<file path="src/rtl/acs_unit.sv">
// rtl/acs_unit.sv - add-compare-select stage of the hard-decision Viterbi decoder
//
// Purpose: holds the path metric of every trellis state of the rate-1/3,
//   constraint-length K convolutional code. Each step adds the incoming
//   branch metrics to both predecessors of every next state, keeps the
//   smaller sum and emits the survivor decision vector. The unit accepts one
//   step per clock, normalizes the metrics and handles frame delimiting.
//
// Ports:
//   clk, rst_n           clock, asynchronous active-low reset
//   bm_0 .. bm_7         2-bit branch metric against codeword value 0..7
//   bm_vld, sof, eof     step valid, first / last step of a frame
//   dec                  survivor decisions, bit n = predecessor p1 chosen for state n
//   dec_vld              dec valid
//   dec_sof, dec_eof     frame markers aligned with dec
//   best_state           index of the minimum new path metric
//   pm_norm              normalization applied on this step
//   drop_err             a step arrived outside a frame and was discarded
//
// Optional feature: define ACS_BEST_STATE_EN to build the minimum-metric
//   search behind best_state; otherwise best_state is tied to 0.

module acs_unit #(
  parameter int unsigned  K         = 7,
  parameter logic [K-1:0] G0        = 7'o133,
  parameter logic [K-1:0] G1        = 7'o171,
  parameter logic [K-1:0] G2        = 7'o165,
  parameter int unsigned  PM_W      = 8,
  parameter int unsigned  INIT_BIAS = 64
) (
  input  logic                  clk,
  input  logic                  rst_n,
  input  logic [1:0]            bm_0,
  input  logic [1:0]            bm_1,
  input  logic [1:0]            bm_2,
  input  logic [1:0]            bm_3,
  input  logic [1:0]            bm_4,
  input  logic [1:0]            bm_5,
  input  logic [1:0]            bm_6,
  input  logic [1:0]            bm_7,
  input  logic                  bm_vld,
  input  logic                  sof,
  input  logic                  eof,
  output logic [2**(K-1)-1:0]   dec,
  output logic                  dec_vld,
  output logic                  dec_sof,
  output logic                  dec_eof,
  output logic [K-2:0]          best_state,
  output logic                  pm_norm,
  output logic                  drop_err
);

  localparam int unsigned     NS      = 2**(K-1);
  localparam int unsigned     SW      = K-1;
  localparam logic [PM_W-1:0] INIT_PM = PM_W'(INIT_BIAS);

  typedef enum logic {IDLE = 1'b0, RUN = 1'b1} state_t;

  // Codeword bits {g0,g1,g2} for encoder register r = {u, s}. Called only
  // with loop-derived constant arguments, so it folds to constants.
  function automatic logic [2:0] codeword(input logic [K-1:0] r);
    return {^(r & G0), ^(r & G1), ^(r & G2)};
  endfunction

  logic [7:0][1:0] bm;
  assign bm = {bm_7, bm_6, bm_5, bm_4, bm_3, bm_2, bm_1, bm_0};

  state_t          state_q;
  logic [PM_W-1:0] pm_q   [NS];
  logic [PM_W-1:0] pm_old [NS];
  logic [PM_W-1:0] pm_sum [NS];
  logic [PM_W-1:0] pm_d   [NS];
  logic [NS-1:0]   dec_d;
  logic [NS-1:0]   dec_q;
  logic            all_msb;
  logic [SW-1:0]   best_d;
  logic [SW-1:0]   best_q;
  logic            dec_vld_q;
  logic            dec_sof_q;
  logic            dec_eof_q;
  logic            pm_norm_q;
  logic            drop_err_q;
  logic            drop;
  logic            accept;

  // A step outside a frame is discarded; everything else that is valid is processed.
  assign drop   = bm_vld & (state_q == IDLE) & ~sof;
  assign accept = bm_vld & ~drop;

  // A sof step starts from the initial metrics instead of the stored ones,
  // which also covers a mid-frame abort.
  always_comb begin
    for (int s = 0; s < NS; s++) begin
      if (sof) begin
        pm_old[s] = (s == 0) ? '0 : INIT_PM;
      end else begin
        pm_old[s] = pm_q[s];
      end
    end
  end

  // Add-compare-select for every next state.
  always_comb begin
    logic [SW-1:0]   nsv;
    logic [SW-1:0]   p0;
    logic [SW-1:0]   p1;
    logic [K-1:0]    r0;
    logic [K-1:0]    r1;
    logic [PM_W-1:0] c0;
    logic [PM_W-1:0] c1;
    logic            sel;
    nsv   = '0;
    p0    = '0;
    p1    = '0;
    r0    = '0;
    r1    = '0;
    c0    = '0;
    c1    = '0;
    sel   = 1'b0;
    dec_d = '0;
    for (int n = 0; n < NS; n++) begin
      nsv = SW'(n);
      p0  = {nsv[SW-2:0], 1'b0};
      p1  = {nsv[SW-2:0], 1'b1};
      // The input bit u is the MSB of the next state.
      r0  = {nsv[SW-1], p0};
      r1  = {nsv[SW-1], p1};
      c0  = pm_old[p0] + PM_W'(bm[codeword(r0)]);
      c1  = pm_old[p1] + PM_W'(bm[codeword(r1)]);
      // Ties keep p0.
      sel = (c1 < c0);
      dec_d[n]  = sel;
      pm_sum[n] = sel ? c1 : c0;
    end
  end

  // Once every metric has its MSB set, dropping the MSB subtracts the same
  // constant from all of them and keeps the sums from ever wrapping.
  always_comb begin
    all_msb = 1'b1;
    for (int n = 0; n < NS; n++) begin
      all_msb = all_msb & pm_sum[n][PM_W-1];
    end
    for (int n = 0; n < NS; n++) begin
      pm_d[n] = pm_sum[n];
      if (all_msb) begin
        pm_d[n][PM_W-1] = 1'b0;
      end
    end
  end

`ifdef ACS_BEST_STATE_EN
  // Strict less-than keeps the lowest index on ties.
  always_comb begin
    logic [PM_W-1:0] best_pm;
    best_pm = pm_d[0];
    best_d  = '0;
    for (int n = 1; n < NS; n++) begin
      if (pm_d[n] < best_pm) begin
        best_pm = pm_d[n];
        best_d  = SW'(n);
      end
    end
  end
`else
  assign best_d = '0;
`endif

  always_ff @(posedge clk or negedge rst_n) begin
    if (!rst_n) begin
      state_q    <= IDLE;
      for (int s = 0; s < NS; s++) begin
        pm_q[s] <= (s == 0) ? '0 : INIT_PM;
      end
      dec_q      <= '0;
      dec_vld_q  <= 1'b0;
      dec_sof_q  <= 1'b0;
      dec_eof_q  <= 1'b0;
      best_q     <= '0;
      pm_norm_q  <= 1'b0;
      drop_err_q <= 1'b0;
    end else begin
      // Step outputs are single-cycle and zero unless a step is processed.
      dec_q      <= '0;
      dec_vld_q  <= 1'b0;
      dec_sof_q  <= 1'b0;
      dec_eof_q  <= 1'b0;
      best_q     <= '0;
      pm_norm_q  <= 1'b0;
      drop_err_q <= drop;
      if (accept) begin
        for (int s = 0; s < NS; s++) begin
          pm_q[s] <= pm_d[s];
        end
        dec_q     <= dec_d;
        dec_vld_q <= 1'b1;
        dec_sof_q <= sof;
        dec_eof_q <= eof;
        best_q    <= best_d;
        pm_norm_q <= all_msb;
        // eof ends the frame from either state, including single-step and
        // abort-then-end steps.
        state_q   <= eof ? IDLE : RUN;
      end
    end
  end

  assign dec        = dec_q;
  assign dec_vld    = dec_vld_q;
  assign dec_sof    = dec_sof_q;
  assign dec_eof    = dec_eof_q;
  assign best_state = best_q;
  assign pm_norm    = pm_norm_q;
  assign drop_err   = drop_err_q;

endmodule

</file>
<file path="config.mk">
export PLATFORM = sky130hd
export DESIGN_NAME = acs_unit
export DESIGN_NICKNAME = d
export VERILOG_FILES = /design/src/rtl/acs_unit.sv
export SDC_FILE = /design/constraint.sdc
export NUM_CORES = 2
export LEC_CHECK = 0
export ABC_AREA = 1
export CAP_MARGIN = 20
export CORE_UTILIZATION = 40
export DETAILED_ROUTE_END_ITERATION = 10
export RECOVER_POWER = 25
export SLEW_MARGIN = 30
export SYNTH_ARGS = -nofsm -noshare
export SYNTH_HDL_FRONTEND = slang
export SYNTH_SLANG_ARGS = --single-unit
</file>
<file path="constraint.sdc">
create_clock -name clk -period 3.57 [get_ports clk]
set_input_delay 0.357 -clock clk [delete_from_list [all_inputs] [get_ports clk]]
set_output_delay 0.357 -clock clk [all_outputs]
set_load 0.05 [all_outputs]
</file>
==> results.toml <==
[cts]
cts_buffer_depth = 3
numCtsBuffers = 80
path_clk_slew_ps = 60
clock_latency_ps = 700
htree_levels = 3
cts_sinks = 582
cts_tree = "yes"
root_buffer = "clkbuf_16"

[worst_setup_path]
worstPathMaxFanout = 7
critPathKind = "reg -> reg"
cp.required_ps = 4140
worstSetupStartpointType = "flip-flop"
crit_arrival_ps = 4320
critPathCaptureType = "flip-flop"

[cells_and_area]
layout.nets = 11133
multiInputGateArea_um2 = 42500
regArea_um2 = 14600
final.fill_count = 13292
layout-drive-gt1-share_pct = 30.4
area_growth_pct = 43.0

[drt]
first_iter_violations = 4519
drcViolationCount = 16
drt_pre_antenna_iters = 11
wl_per_cell_um = 17.6
via_count = 62015
vias_per_cell = 5.06
ant_nets = 0
dr.max_layer_used = "met4"
wl_met2_um = 99100
wl_met3_um = 11000
drt-total-wl_um = 215000
route.layer.met1.wl_um = 97800

[synth]
synthAdderAreaFrac_pct = 19.2
synth-xor-area-share_pct = 9.07
synth_mux_area_share_pct = 0
synthSimpleGateAreaFrac_pct = 22.6
yosysWarnings = 0
synthCells = 8382
yosys.cell_types.count = 32
synth_top_family_by_area = "simple AND/OR/NAND/NOR gates"
yosys_register_bits = 582
yosysSeqAreaShare_pct = 25.1
yosysTopAreaCell = "dfrtp_1"
syn_area_per_cell_um2 = 6.95
synth.area.top_cells = "dfrtp_1 22%, ha_1 15%, nand2_1 13%"
syn_area_um2 = 58300
yosys.area.top_type_share_pct = 22.3
synth_compound_area_share_pct = 15.0

[place]
dp_hpwl_um = 165000
place_congestion = 0.974
portBuffers = 89
dp_slack_ps = -1090

[grt]
grt_pass1_vias = 59637
grt_antenna_before_repair = 4
overflow = 0
grt_usage_pct = 28.1
grt_pass1_wl_um = 328000
grt_max_degree = 104

[power_and_ir_drop]
power_density_nw_per_um2 = 787
leakagePower_nw = 42.7
peakVddDrop_uv = 647
p_total_mw = 65.6

[timing]
min_period_ps = 3750
whs_ps = 206
period_share_pct = 105
slew_headroom_pct = -49.3
max_slew.worst_pin.slew_ps = 2240
setup_violations = 63
slew_viol_final = 66
fin_ws_ps = -178
hold_violations = 0
rsz0062_at_grt = "true"
fmax_mhz = 267
skew_ps = 33.7

[die]
die_w_um = 384
ioPinCount = 96
die-height_um = 384
core_area_um2 = 144000
die_area_um2 = 147000
rows = 139
initial_core_util_pct = 40.5

[run_status]
violations = "DRC, capacitance limit, slew limit, setup timing"
status = "finished, violations left"

[hold_path]
hold_path_class = "in -> reg"

[flow_run]
drv_cap = 1
## metal layers
metal	vias up	GRT usage, %
met5	-	0
met4	0	9.38
met3	341	2.71
met2	1533	45.9
met1	29393	38.8
li1	30748	-
## registers in the layout (all words and copies together) (netlist names)
register	cells
pm_norm	1
state_q	1
dec_eof	1
dec	64
drop_err	1
dec_vld	1
pm_q	512
dec_sof	1
## synth_stat cells, drive strengths merged
cell,instances
clkbuf,191
fa,120
conb,1
nor2,908
dfrtp,519
a21oi,794
xnor2,59
nor4,1
inv,1107
nand3,276
o21ai,792
o211ai,3
o22ai,33
dfstp,63
nand4,70
nand2,1982
a31oi,2
xor2,544
ha,704
nor3,69
a21o,8
o21a,62
buf,74
## path summary, 6_finish.rpt
path	startpoint	cells after the start	slack (ps)	end
setup / recovery	pm_q[457]	23	-180	pm_q[223]
hold / removal	eof	3	210	dec_eof
setup reg to reg	pm_q[457]	23	-180	pm_q[223]
hold reg to reg	pm_q[478]	2	470	pm_q[478]
max in group asynchronous	rst_n	3	370	dec[6]
min in group asynchronous	rst_n	2	870	pm_q[18]
## kinds of logic (layout without fill, tap and decap cells)
group                      Yosys count  in the layout
DFF                                582            582
other                                1              7
adders and majority gates          824            824
buffers and inverters             1372           3340
and+or+nand+nor                   3306           3306
xor gates and xnor gates           603            603
AOI/OAI and AO/OA                 1694           1694
## cell type report
type,instances,area share (%)
multi-input combinational,6433,51.0
timing repair buffer,2084,20.1
sequential,582,17.6
inverter,1107,5.00
tap,1903,2.86
clock buffer,106,2.78
clock inverter,43,0.668
antenna,1,0.00300
## metrics by stage
step	util, %	area [um^2]	instances	setup TNS [ps]
after floorplan	-	59600	8387	-52490
after CTS	55.1	79400	12148	-2320
after detailed placement	52.7	75900	11989	-83690
final	57.9	83300	12259	-8490
after global routing	57.9	83300	12258	-23590
after global placement	52.7	75900	11989	-73080
## where the power goes
group          internal, mW  switching, mW  total, mW  leakage [nW]
clock network          5.44           3.48       8.92          1.40
registers              9.77           1.87       11.6          7.19
logic                  19.1           25.9       45.0          34.1
## critical path, stage by stage, from the launching register on
cell,delay (ps)
dfrtp_1,370
inv_1,110
nor2_4,60
ha_1,270
a21oi_1,70
nor2_2,190
nand4_1,180
xor2_2,340
ha_4,260
a21oi_2,120
o21a_1,190
nand2_2,90
nand2_2,90
nand2_4,80
nor2_4,180
nand2_2,100
nor2_4,150
nand2_2,80
nor2_4,140
nand3_4,90
buf_12,170
buf_12,160
nand2_2,60
nand2_1,50
## repair_timing
| item | in CTS | in global routing |
|---|---|---|
| pin swaps | 6 | 326 |
| gates resized for setup | 142 | 753 |
| cloned | 0 | 6 |
| setup buffers | 9 | 108 |
| hold endpoints to repair | 47 | 0 |
| hold buffers | 1 | 0 |
| setup endpoints to repair | 65 | 65 |
## placed cells by master (no fill, tap or decap), types with 92 or more instances in the layout
cell type  count
buf_4       1902
nand2_1     1775
inv_1       1038
o21ai_0      787
a21oi_1      691
nor2_1       677
ha_1         611
dfrtp_1      518
xor2_1       447
nand3_1      246
nand2_2      172
nor2_2       136
a21oi_2       99
nor2_4        95
xor2_2        92
No activity file was read; power rests on OpenSTA's default activity.
